## src/rtl/rvx_spi_subordinate_pkg.sv

```systemverilog
// Shared constants, state encoding and edge-select helper for the SPI subordinate.
package rvx_spi_subordinate_pkg;

  localparam logic [4:0] RVX_SPI_SUB_MODE_REG_ADDR   = 5'h00;
  localparam logic [4:0] RVX_SPI_SUB_TX_REG_ADDR     = 5'h04;
  localparam logic [4:0] RVX_SPI_SUB_RX_REG_ADDR     = 5'h08;
  localparam logic [4:0] RVX_SPI_SUB_STATUS_REG_ADDR = 5'h0C;

  typedef enum logic {
    ST_IDLE   = 1'b0,
    ST_ACTIVE = 1'b1
  } spi_sub_state_e;

  // Data is sampled on the falling SCLK edge when exactly one of cpol/cpha is set.
  function automatic logic sample_on_fall(input logic cpol, input logic cpha);
    return cpol ^ cpha;
  endfunction

endpackage

```

## src/rtl/rvx_sync_edge.sv

```systemverilog
// Two-flop synchronizer for one asynchronous pin with registered rise/fall pulses.
// level_o is delayed to line up with the pulses, so a data pin run through
// an identical instance is seen at the same instant as the clock pin's edge.
module rvx_sync_edge (
  input  logic clock,
  input  logic reset_n,
  input  logic async_i,
  output logic level_o,
  output logic rise_o,
  output logic fall_o
);

  logic [1:0] sync_q;
  logic       prev_q;
  logic       rise_q;
  logic       fall_q;

  // Synchronize the pin, keep the previous value and register the edge pulses.
  always_ff @(posedge clock or negedge reset_n) begin
    if (!reset_n) begin
      sync_q <= 2'b00;
      prev_q <= 1'b0;
      rise_q <= 1'b0;
      fall_q <= 1'b0;
    end else begin
      sync_q <= {sync_q[0], async_i};
      prev_q <= sync_q[1];
      rise_q <= sync_q[1] & ~prev_q;
      fall_q <= ~sync_q[1] & prev_q;
    end
  end

  assign level_o = prev_q;
  assign rise_o  = rise_q;
  assign fall_o  = fall_q;

endmodule

```

## src/rtl/rvx_spi_subordinate.sv

```systemverilog
// SPI subordinate: byte exchange between an external SPI manager and the CPU,
// one byte buffered in each direction, CPU access over the RVX IO register port.
module rvx_spi_subordinate
  import rvx_spi_subordinate_pkg::*;
(
  input  logic        clock,
  input  logic        reset_n,
  input  logic [4:0]  rw_address,
  output logic [31:0] read_data,
  input  logic        read_request,
  output logic        read_response,
  input  logic [31:0] write_data,
  input  logic [3:0]  write_strobe,
  input  logic        write_request,
  output logic        write_response,
  input  logic        sclk,
  input  logic        mosi,
  input  logic        cs,
  output logic        miso
);

  logic sclk_rise, sclk_fall, cs_rise, cs_fall, mosi_lvl;
  logic unused_sclk_lvl, unused_cs_lvl, unused_mosi_rise, unused_mosi_fall;
  logic [23:0] unused_wdata;

  rvx_sync_edge u_sync_sclk (
    .clock   (clock),
    .reset_n (reset_n),
    .async_i (sclk),
    .level_o (unused_sclk_lvl),
    .rise_o  (sclk_rise),
    .fall_o  (sclk_fall)
  );

  rvx_sync_edge u_sync_mosi (
    .clock   (clock),
    .reset_n (reset_n),
    .async_i (mosi),
    .level_o (mosi_lvl),
    .rise_o  (unused_mosi_rise),
    .fall_o  (unused_mosi_fall)
  );

  rvx_sync_edge u_sync_cs (
    .clock   (clock),
    .reset_n (reset_n),
    .async_i (cs),
    .level_o (unused_cs_lvl),
    .rise_o  (cs_rise),
    .fall_o  (cs_fall)
  );

  assign unused_wdata = write_data[31:8];

  spi_sub_state_e state_q;
  logic [1:0]  mode_q;
  logic [7:0]  tx_buf_q;
  logic        tx_full_q;
  logic [7:0]  rx_buf_q;
  logic        rx_valid_q;
  logic        overrun_q;
  logic [7:0]  shift_tx_q;
  logic [7:0]  shift_rx_q;
  logic [2:0]  bit_cnt_q;
  logic        miso_q;
  logic [31:0] read_data_q;
  logic        read_response_q;
  logic        write_response_q;

  logic        cpha, cpol;
  logic        sample_pulse, shift_pulse;
  logic        wr_ok, wr_tx, wr_mode, rd_rx;
  logic [7:0]  load_byte;
  logic [7:0]  rx_next;
  logic [31:0] rd_word;

  assign cpha = mode_q[0];
  assign cpol = mode_q[1];

  assign sample_pulse = sample_on_fall(cpol, cpha) ? sclk_fall : sclk_rise;
  assign shift_pulse  = sample_on_fall(cpol, cpha) ? sclk_rise : sclk_fall;

  assign wr_ok   = write_request && ((write_strobe == 4'b1111) ||
                                     (write_strobe == 4'b0011) ||
                                     (write_strobe == 4'b0001));
  assign wr_tx   = wr_ok && (rw_address == RVX_SPI_SUB_TX_REG_ADDR);
  assign wr_mode = wr_ok && (rw_address == RVX_SPI_SUB_MODE_REG_ADDR) && (state_q == ST_IDLE);
  assign rd_rx   = read_request && (rw_address == RVX_SPI_SUB_RX_REG_ADDR);

  // An empty tx buffer shifts out zeros.
  assign load_byte = tx_full_q ? tx_buf_q : 8'h00;
  assign rx_next   = {shift_rx_q[6:0], mosi_lvl};

  // Register read mux; unmapped addresses read as zero.
  always_comb begin
    rd_word = 32'h0;
    case (rw_address)
      RVX_SPI_SUB_MODE_REG_ADDR:   rd_word = {30'h0, mode_q};
      RVX_SPI_SUB_TX_REG_ADDR:     rd_word = {24'h0, tx_buf_q};
      RVX_SPI_SUB_RX_REG_ADDR:     rd_word = {24'h0, rx_buf_q};
      RVX_SPI_SUB_STATUS_REG_ADDR: rd_word = {28'h0, overrun_q, tx_full_q, rx_valid_q,
                                              state_q == ST_ACTIVE};
      default:                     rd_word = 32'h0;
    endcase
  end

  // Frame FSM, shift registers, buffers/flags and the CPU register port.
  // With cpha=0 the next bit goes out at every (re)load and on shift edges in
  // between; shift_tx_q then holds the bits still to be presented.
  always_ff @(posedge clock or negedge reset_n) begin
    if (!reset_n) begin
      state_q          <= ST_IDLE;
      mode_q           <= 2'b00;
      tx_buf_q         <= 8'h00;
      tx_full_q        <= 1'b0;
      rx_buf_q         <= 8'h00;
      rx_valid_q       <= 1'b0;
      overrun_q        <= 1'b0;
      shift_tx_q       <= 8'h00;
      shift_rx_q       <= 8'h00;
      bit_cnt_q        <= 3'd0;
      miso_q           <= 1'b0;
      read_data_q      <= 32'h0;
      read_response_q  <= 1'b0;
      write_response_q <= 1'b0;
    end else begin
      read_response_q  <= read_request;
      write_response_q <= write_request;
      if (read_request) read_data_q <= rd_word;
      if (wr_mode) mode_q <= write_data[1:0];
      if (wr_tx) tx_buf_q <= write_data[7:0];
      if (rd_rx) begin
        rx_valid_q <= 1'b0;
        overrun_q  <= 1'b0;
      end

      case (state_q)
        ST_IDLE: begin
          miso_q    <= 1'b0;
          bit_cnt_q <= 3'd0;
          if (cs_fall) begin
            state_q    <= ST_ACTIVE;
            tx_full_q  <= 1'b0;
            shift_tx_q <= cpha ? load_byte : {load_byte[6:0], 1'b0};
            miso_q     <= cpha ? 1'b0 : load_byte[7];
          end
        end
        ST_ACTIVE: begin
          if (cs_rise) begin
            state_q   <= ST_IDLE;
            bit_cnt_q <= 3'd0;
            miso_q    <= 1'b0;
          end else if (sample_pulse) begin
            shift_rx_q <= rx_next;
            if (bit_cnt_q == 3'd7) begin
              bit_cnt_q  <= 3'd0;
              rx_buf_q   <= rx_next;
              rx_valid_q <= 1'b1;
              overrun_q  <= rd_rx ? 1'b0 : (overrun_q | rx_valid_q);
              tx_full_q  <= 1'b0;
              shift_tx_q <= cpha ? load_byte : {load_byte[6:0], 1'b0};
              if (!cpha) miso_q <= load_byte[7];
            end else begin
              bit_cnt_q <= bit_cnt_q + 3'd1;
            end
          end else if (shift_pulse && (cpha || (bit_cnt_q != 3'd0))) begin
            miso_q     <= shift_tx_q[7];
            shift_tx_q <= {shift_tx_q[6:0], 1'b0};
          end
        end
        default: state_q <= ST_IDLE;
      endcase

      // A CPU write to TX wins over a same-cycle reload clearing the flag.
      if (wr_tx) tx_full_q <= 1'b1;
    end
  end

  assign read_data      = read_data_q;
  assign read_response  = read_response_q;
  assign write_response = write_response_q;
  // Quiet the line as soon as the manager deselects, ahead of the synchronizer.
  assign miso           = miso_q & ~cs;

endmodule
```

## config.mk

```make
export PLATFORM = sky130hd
export DESIGN_NAME = rvx_spi_subordinate
export DESIGN_NICKNAME = d
export VERILOG_FILES = /design/src/rtl/rvx_spi_subordinate_pkg.sv /design/src/rtl/rvx_sync_edge.sv /design/src/rtl/rvx_spi_subordinate.sv
export SDC_FILE = /design/constraint.sdc
export NUM_CORES = 1
export LEC_CHECK = 0
export ABC_AREA = 1
export CORE_MARGIN = 2
export CORE_UTILIZATION = 52
export DETAILED_ROUTE_END_ITERATION = 10
export HOLD_SLACK_MARGIN = 0.03
export PLACE_DENSITY = 0.91
export SYNTH_ARGS = -nofsm -noshare
export SYNTH_HDL_FRONTEND = slang
export SYNTH_SLANG_ARGS = --single-unit
```

## constraint.sdc

```tcl
create_clock -name clock -period 2.75 [get_ports clock]
set_input_delay 0.55 -clock clock [delete_from_list [all_inputs] [get_ports clock]]
set_output_delay 0.55 -clock clock [all_outputs]
set_load 0.01 [all_outputs]
```

# Word-level counts from Yosys, hierarchy flattened
# Cells that the tools add are included.
[classes]
add_sub_neg = 1
n_reduce_logical = 16
n_eq_ne = 19
mux = 43
bitwise_logic = 14
[ops]
columns = ["cell", "count"]
rows = [
  ["two-way mux 8 bit", 7],
  ["case mux 8 bit (4 select lines)", 1],
  ["two-way mux 1 bit", 27],
  ["case mux 8 bit (2 select lines)", 1],
  ["!= test 3 x 1 -> 1 bit (second input constant)", 4],
  ["AND reduction 4 bit", 3],
  ["== test 5 x 4 -> 1 bit (second input constant)", 2],
  ["two-way mux 3 bit", 3],
  ["NOT 1 bit", 7],
  ["logical AND 1 bit", 6],
  ["!= test 3 x 2 -> 1 bit (second input constant)", 2],
  ["case mux 1 bit (2 select lines)", 3],
  ["case mux 3 bit (2 select lines)", 1],
  ["AND reduction 3 bit", 2],
  ["AND 1 bit", 5],
  ["== test 5 x 3 -> 1 bit (second input constant)", 1],
  ["logical NOT 5 bit", 1],
  ["== test 4 x 1 -> 1 bit (second input constant)", 1],
  ["== test 4 x 2 -> 1 bit (second input constant)", 1],
  ["== test 4 bit (second input constant)", 1],
  ["!= test 4 x 1 -> 1 bit (second input constant)", 1],
  ["!= test 4 x 2 -> 1 bit (second input constant)", 1],
  ["!= test 4 x 3 -> 1 bit (second input constant)", 1],
  ["adder 3 x 1 -> 3 bit (second input constant)", 1],
  ["other kinds (8)", 10],
]
[totals]
output_inout_bits = 35
inputBits = 48
ff_bits = 88
elab_cells = 117

# Longest topological paths before layout
# Gate-level depths: netlist of run 1.
[depth]
word_depth = 7
mapped_depth = 11

# Cells and area by module
# From an unflattened synthesis of run 1, not the netlist that was laid out.
[unflattened]
hier_cells = 401
area_unflattened_um2 = 3298.2
[modules_own_cells]
columns = ["module", "instances", "area_each_um2", "cells_each"]
rows = [
  ["rvx_spi_subordinate", 1, 2877.8, 374],
  ["rvx_sync_edge", 3, 140.1, 9],
]

# Worst setup path before layout of run 1
# OpenSTA, ideal clock, no wires.
[synth_path]
kind = "reg-to-reg"
from = "register bit_cnt_q[0]"
to = "register shift_tx_q[6]"
t_arrival_ns = 1.475
stages_incl_launch_ff = 9
setup_slack_ns = 1.152
setup_time_ns = 0.123
period_less_slack_ns = 1.598
path_buffers = 1
cell_sequence = "dfrtp_1 > ha_1 > ha_1 > or2_1 > nand2_2 > nand2_2 > nand2_4 > buf_6 > o21ai_2"
[synth_via]
elab_chain_len = 5
elab_cells_between_ends = 7
classes_between = "eq/ne: 3; reduce/logical: 4"
[synth_rtl]
columns = ["item", "line_no", "source"]
rows = [
  ["start: declaration", "rvx_spi_subordinate.sv:64", "logic [2:0] bit_cnt_q;"],
  ["start signal: assignment", "rvx_spi_subordinate.sv:164", "bit_cnt_q <= bit_cnt_q + 3'd1;"],
  ["nonzero test 3 bit", "rvx_spi_subordinate.sv:166", "end else if (shift_pulse && (cpha || (bit_cnt_q != 3'd0))) begin"],
  ["logical OR 1 bit", "rvx_spi_subordinate.sv:166", ""],
  ["logical AND 1 bit", "rvx_spi_subordinate.sv:166", ""],
  ["!= test 3 x 1 -> 1 bit (no source line)", "--", ""],
  ["AND reduction 4 bit (no source line) *", "--", ""],
  ["end signal: assignment", "rvx_spi_subordinate.sv:144", "shift_tx_q <= cpha ? load_byte : {load_byte[6:0], 1'b0};"],
  ["end signal: assignment", "rvx_spi_subordinate.sv:161", "shift_tx_q <= cpha ? load_byte : {load_byte[6:0], 1'b0};"],
  ["end signal: assignment", "rvx_spi_subordinate.sv:168", "shift_tx_q <= {shift_tx_q[6:0], 1'b0};"],
  ["end: declaration", "rvx_spi_subordinate.sv:62", "logic [7:0] shift_tx_q;"],
]
# Mark *: on every way between the ends. The rest lies on a longest branch, timed or not.
# A chain may end at the register's enable or synchronous reset.

# Final worst setup path of run 1
[layout_path]
from = "input cs"
to = "output miso"
[layout_via]
elab_chain_len = 2
[layout_rtl]
columns = ["item", "line_no", "source"]
rows = [
  ["start: declaration", "rvx_spi_subordinate.sv:18", "input logic cs,"],
  ["NOT 1 bit", "rvx_spi_subordinate.sv:183", "assign miso = miso_q & ~cs;"],
  ["AND 1 bit", "rvx_spi_subordinate.sv:183", ""],
  ["end: declaration", "rvx_spi_subordinate.sv:19", "output logic miso"],
]
# No other way between the ends.

==> results.sh, run 1 <==
export IMPL_insertion_delay_ns=0.34
export IMPL_port_buffers=34
export IMPL_irDropWorstVdd_mv=0.419
export IMPL_startpoint_type="input port"
export IMPL_fin_setup_tns_ns=0
export IMPL_clock_sinks=64
export IMPL_dpl_hpwl_mm=4.49
export IMPL_drc=0
export IMPL_cts_made_buffers=9
export IMPL_yosys_top_cells_area="dfrtp_1 52%, nand2_1 12%, o21ai_0 5.8%"
export IMPL_p_leak_nw=1.81
export IMPL_outcome="finished, final reports clean"
export IMPL_crit_required_ns=2.20
export IMPL_viasPerCell=5.09
export IMPL_grt_ovfl_total=0
export IMPL_fmax_ghz=0.465
export IMPL_synth_cell_types=32
export IMPL_drv_slew=0
export IMPL_rsz0062_at_grt="no"
export IMPL_synth_top_area_share_pct=51.6
export IMPL_ys_seq_area_share_pct=51.6
export IMPL_grt_pass1_wl_mm=10.5
export IMPL_fin_skew_ns=0.00543
export IMPL_drt_iter0_markers=152
export IMPL_critical_path_class="input port to primary output"
export IMPL_power_density_nw_per_um2=655
export IMPL_synth_seq_cells=64
export IMPL_synthToLayoutAreaGrowth_pct=15.8
export IMPL_setup_viol=0
export IMPL_antenna_found_initial=0
export IMPL_core_um2=5850
export IMPL_detail_route_wl_per_cell_um=12.9
export IMPL_fin_util_pct=61.4
export IMPL_drt_first_pass_iters=4
export IMPL_synth_top_cell_by_area="dfrtp_1"
export IMPL_fin_crit_sh_pct=78.3
export IMPL_synth_cells=358
export IMPL_wirelength_mm=6.12
export IMPL_grt_start_max_net_pins=24
export IMPL_start_util_pct=53.0
export IMPL_hold_violations=0
export IMPL_vias=2417
export IMPL_worst_slew_pin_slew_ns=0.505
export IMPL_syn_area_per_cell_um2=8.67
export IMPL_hold_class="input port to asynchronous set/reset pin"
export IMPL_die_area_um2=6600
export IMPL_min_period_ns=2.15
export IMPL_slew_headroom_pct=66.3
export IMPL_post_cts_buffers=0
export IMPL_final_cell_count_no_fill=475
export IMPL_cp_max_fo=2
export IMPL_cts_hold_buf=0
export IMPL_synth_area_um2=3100
export IMPL_rows=28
export IMPL_gp_congestion=0.814
export IMPL_track_usage_pct=21.4
export IMPL_cap_violations=0
export IMPL_fillers=472
export IMPL_dp_cells=459
export IMPL_crit_arrival_ns=1.60
export IMPL_ctsResizeCount=0
export IMPL_tritoncts="yes"
export IMPL_io_pins=83
export IMPL_drive_above_1_share_pct=11.0
export IMPL_first_global_vias=2409
export IMPL_die_h_um=81.3
export IMPL_htree_levels=3
export IMPL_clockBufferDepth=2
export IMPL_cp_end_kind="primary output"
export IMPL_nets=446
export IMPL_die_x_um=81.3
export IMPL_path_clk_slew_ns=0.06
export IMPL_diodes=0
export IMPL_antenna_left=0
export IMPL_yosysWarningCount=0
export IMPL_cts_root_buf="clkbuf_8"
cell families after synthesis:
family	synth area share (%)
AND/OR/NAND/NOR	22.2
buffers and inverters	13.2
AO/OA/AOI/OAI	11.7
flip-flops	51.6
adder cells (fa/ha/maj)	1.21
other	0.121
report_power, final:
part           leakage (nW)  switching [mW]  internal, mW  total, mW
Clock                 0.103           0.340         0.465      0.805
Sequential            0.835          0.0802          1.07       1.15
Combinational         0.873           0.246         0.152      0.398
worst max-delay path: stages:
cell,delay (ns)
clkdlybuf4s50_1,0.41
nor2_1,0.10
clkdlybuf4s50_1,0.54
area by class of cell:
class,count,area (µm²),share of cell area [%]
inverter,43,161,4.49
timing repair buffer,37,358,9.96
clock inverter,3,40.0,1.11
sequential,64,1600,44.6
clock buffer,13,159,4.42
multi-input combinational,240,1180,32.8
tap,75,93.8,2.61
state kept, by name (all words and copies together) (netlist names), 2 cells and up:
| name | flops |
|---|---|
| bit_cnt_q | 3 |
| mode_q | 2 |
| read_data | 8 |
| rx_buf_q | 8 |
| shift_rx_q | 7 |
| shift_tx_q | 8 |
| tx_buf_q | 8 |
| u_sync_cs.sync_q | 2 |
| u_sync_mosi.sync_q | 2 |
| u_sync_sclk.sync_q | 2 |
path summary, 6_finish.rpt:
path | from | endpoint | slack [ns] | cells after the start
max in group asynchronous | reset_n | shift_tx_q[5] | 1.91 | 2
hold reg to reg | u_sync_cs.sync_q[0] | u_sync_cs.sync_q[1] | 0.35 | 0
setup / recovery | cs | miso | 0.60 | 3
min in group clock | u_sync_cs.sync_q[0] | u_sync_cs.sync_q[1] | 0.35 | 0
hold / removal | reset_n | bit_cnt_q[2] | 0.17 | 1
setup reg to reg | mode_q[0] | rx_buf_q[7] | 0.89 | 8
cells in the final DEF, fill, tap and decap left out, types with 9 or more instances in the layout:
cell	instances
dfrtp_1	64
clkdlybuf4s50_1	33
conb_1	24
nand3_1	18
nor2_1	14
o21ai_1	9
clkbuf_8	11
inv_1	39
o21ai_0	36
nand2_1	96
synthesized netlist by cell type:
library cell	instances
inv_2	3
clkbuf_1	1
nor2_4	1
a31oi_1	2
o21ai_1	9
buf_4	24
nand2_4	2
nand3b_4	1
clkinv_1	1
dfrtp_1	64
o21ai_0	36
o22ai_1	4
a21oi_1	4
buf_2	6
nand3b_1	1
nand3_4	2
nand3_1	18
and3_1	1
nand4_1	3
nand2_2	6
ha_1	3
nand3_2	1
nor2_1	14
or2_1	1
nand2_1	96
nor3_1	1
inv_1	39
o21ai_2	8
buf_6	3
conb_1	1
nor2_2	1
a21oi_2	1
per-layer routing:
metal	wire (µm)	global-route usage, %
met5	0	0
met4	122	7.97
met3	374	8.44
met2	3060	35.5
met1	2560	25.2
per-stage QoR:
stage | hold WS [ns] | total power [mW] | setup WS [ns] | instance area [µm²]
after floorplan | 0.254 | 1.46 | 1.15 | 3190
after global placement | 0.334 | 1.54 | 0.597 | 3390
after detailed placement | 0.338 | 1.56 | 0.504 | 3390
after CTS | 0.166 | 2.38 | 0.582 | 3590
after global routing | 0.186 | 2.50 | 0.519 | 3590
final | 0.170 | 2.35 | 0.598 | 3590
Power figures use the tool's default switching activity.
==> run 2, diff against run 1 <==
- CORE_UTILIZATION: 52 -> 48
- PLACE_DENSITY: 0.91 -> 0.85
- clock period: 2.75 -> 2.05 ns (I/O delays scaled with it)
==> run 2 against run 1 <==
  * Critical path depth is the same
  * Utilization shrank 4.5 points
  * Wire length decreased by 5.9%
  * Cell area hardly changed
  * Clock skew is essentially flat
  * Combinational power is 34% higher
  * Hold slack lost 0.10 ns
  * Global-route usage decreased by 2.9 points
  * Largest power group unchanged
  * Highest routed layer unchanged
==> results.sh, run 2 (same netlist as run 1, synthesis figures left out) <==
export IMPL_outcome="finished, final reports clean"
export IMPL_rows=29
export IMPL_clock_sinks=64
export IMPL_nets=449
export IMPL_hold_violations=0
export IMPL_cts_made_buffers=9
export IMPL_diodes=0
export IMPL_dpl_hpwl_mm=4.23
export IMPL_path_clk_slew_ns=0.06
export IMPL_track_usage_pct=18.5
export IMPL_drive_above_1_share_pct=11.7
export IMPL_core_um2=6310
export IMPL_layout_common_cells="96 x nand2_1, 64 x dfrtp_1, 39 x inv_1"
export IMPL_grt_start_max_net_pins=65
export IMPL_place_area_um2=3430
export IMPL_die_area_um2=7120
export IMPL_cap_violations=0
export IMPL_p_leak_nw=1.81
export IMPL_io_pins=83
export IMPL_start_util_pct=49.1
export IMPL_ctsResizeCount=0
export IMPL_r2r_start="bit_cnt_q[0]"
export IMPL_antenna_found_initial=0
export IMPL_tritoncts="yes"
export IMPL_cp_max_fo=2
export IMPL_cts_hold_buf=0
export IMPL_irDropWorstVdd_mv=0.539
export IMPL_crit_required_ns=1.64
export IMPL_drt_first_pass_iters=4
export IMPL_synthToLayoutAreaGrowth_pct=15.7
export IMPL_power_density_nw_per_um2=830
export IMPL_drc=0
export IMPL_ff2ff_setup_slack_ns=0.33
export IMPL_viasPerCell=4.85
export IMPL_first_global_vias=2276
export IMPL_wirelength_mm=5.76
export IMPL_postLayoutCellArea_um2=3590
export IMPL_antenna_left=0
export IMPL_min_period_ns=1.88
export IMPL_grt_ovfl_total=0
export IMPL_hold_class="input port to asynchronous set/reset pin"
export IMPL_reg2reg_depth=8
export IMPL_cts_root_buf="clkbuf_8"
export IMPL_critical_path_class="input port to primary output"
export IMPL_cp_end_kind="primary output"
export IMPL_fin_util_pct=56.9
export IMPL_layout_commonest_cell="nand2_1"
export IMPL_power_total_mw=2.98
export IMPL_die_x_um=84.4
export IMPL_vias=2318
export IMPL_gp_congestion=0.826
export IMPL_holdWs_ns=0.0659
export IMPL_fmax_ghz=0.532
export IMPL_fin_skew_ns=0.00557
export IMPL_fillers=556
export IMPL_htree_levels=3
export IMPL_drt_iter0_markers=208
export IMPL_detail_route_wl_per_cell_um=12.1
export IMPL_post_cts_buffers=0
export IMPL_fin_crit_sh_pct=91.7
export IMPL_port_buffers=34
export IMPL_crit_arrival_ns=1.47
export IMPL_drv_slew=0
export IMPL_fin_setup_tns_ns=0
export IMPL_worstReg2RegEnd="shift_tx_q[1]"
export IMPL_grt_pass1_wl_mm=10.4
export IMPL_startpoint="cs"
export IMPL_die_h_um=84.4
export IMPL_setup_viol=0
export IMPL_insertion_delay_ns=0.34
export IMPL_clockBufferDepth=2
export IMPL_rsz0062_at_grt="no"
export IMPL_ff_latch_area_um2=1600
export IMPL_multi_input_area_um2=1180
export IMPL_startpoint_type="input port"
## run 2: changes by cell type in the layout (fill, tap and decap cells not counted), sizes merged
cell      previous run  this run
buf                  4         7
bufinv               1         0
clkbuf              13        10
clkinv               3         4
clkinvlp             0         1
## run 2: layout make-up
class / instances / share of cell area (%)
flip-flops and latches: 64 / 44.6
multi-input cells: 240 / 32.8
repair buffers: 40 / 10.9
inverters: 43 / 4.49
clock buffers: 10 / 3.83
well taps: 77 / 2.68
clock inverters: 4 / 0.627
## run 2: stage by stage
stage	worst slack (ns)	cells
3_5_place_dp	0.000917	464
3_3_place_gp	0.138	464
6_report	0.170	478
4_1_cts	0.161	478
2_1_floorplan	0.452	381
5_1_grt	0.0972	478
## run 2: worst max path at each step
stage / to / slack, ns / depth (start not counted)
floorplan: shift_tx_q[6] / 0.45 / 8
global placement: tx_buf_q[7] / 0.14 / 7
detailed placement: tx_buf_q[7] / 0.0009 / 7
CTS: miso / 0.16 / 3
global route: miso / 0.1 / 3
finish: miso / 0.17 / 3
## run 2: critical path: stages
cell and delay, ns:
clkdlybuf4s50_1 0.42, nor2_1 0.10, clkdlybuf4s50_1 0.54
## run 2: per-layer routing
layer	global-route usage [%]	wire [µm]	up-vias
li1	-	-	1166
met1	23.4	2580	1080
met2	29.4	2760	62
met3	6.88	339	10
met4	6.93	80	0
met5	0	0	-
## run 2: power breakdown
group          total, mW  switching, mW  leakage [nW]  internal [mW]
Sequential          1.54          0.106         0.835           1.43
Clock              0.908          0.458        0.0838          0.450
Combinational      0.533          0.323         0.892          0.210
Total               2.98          0.887          1.81           2.09
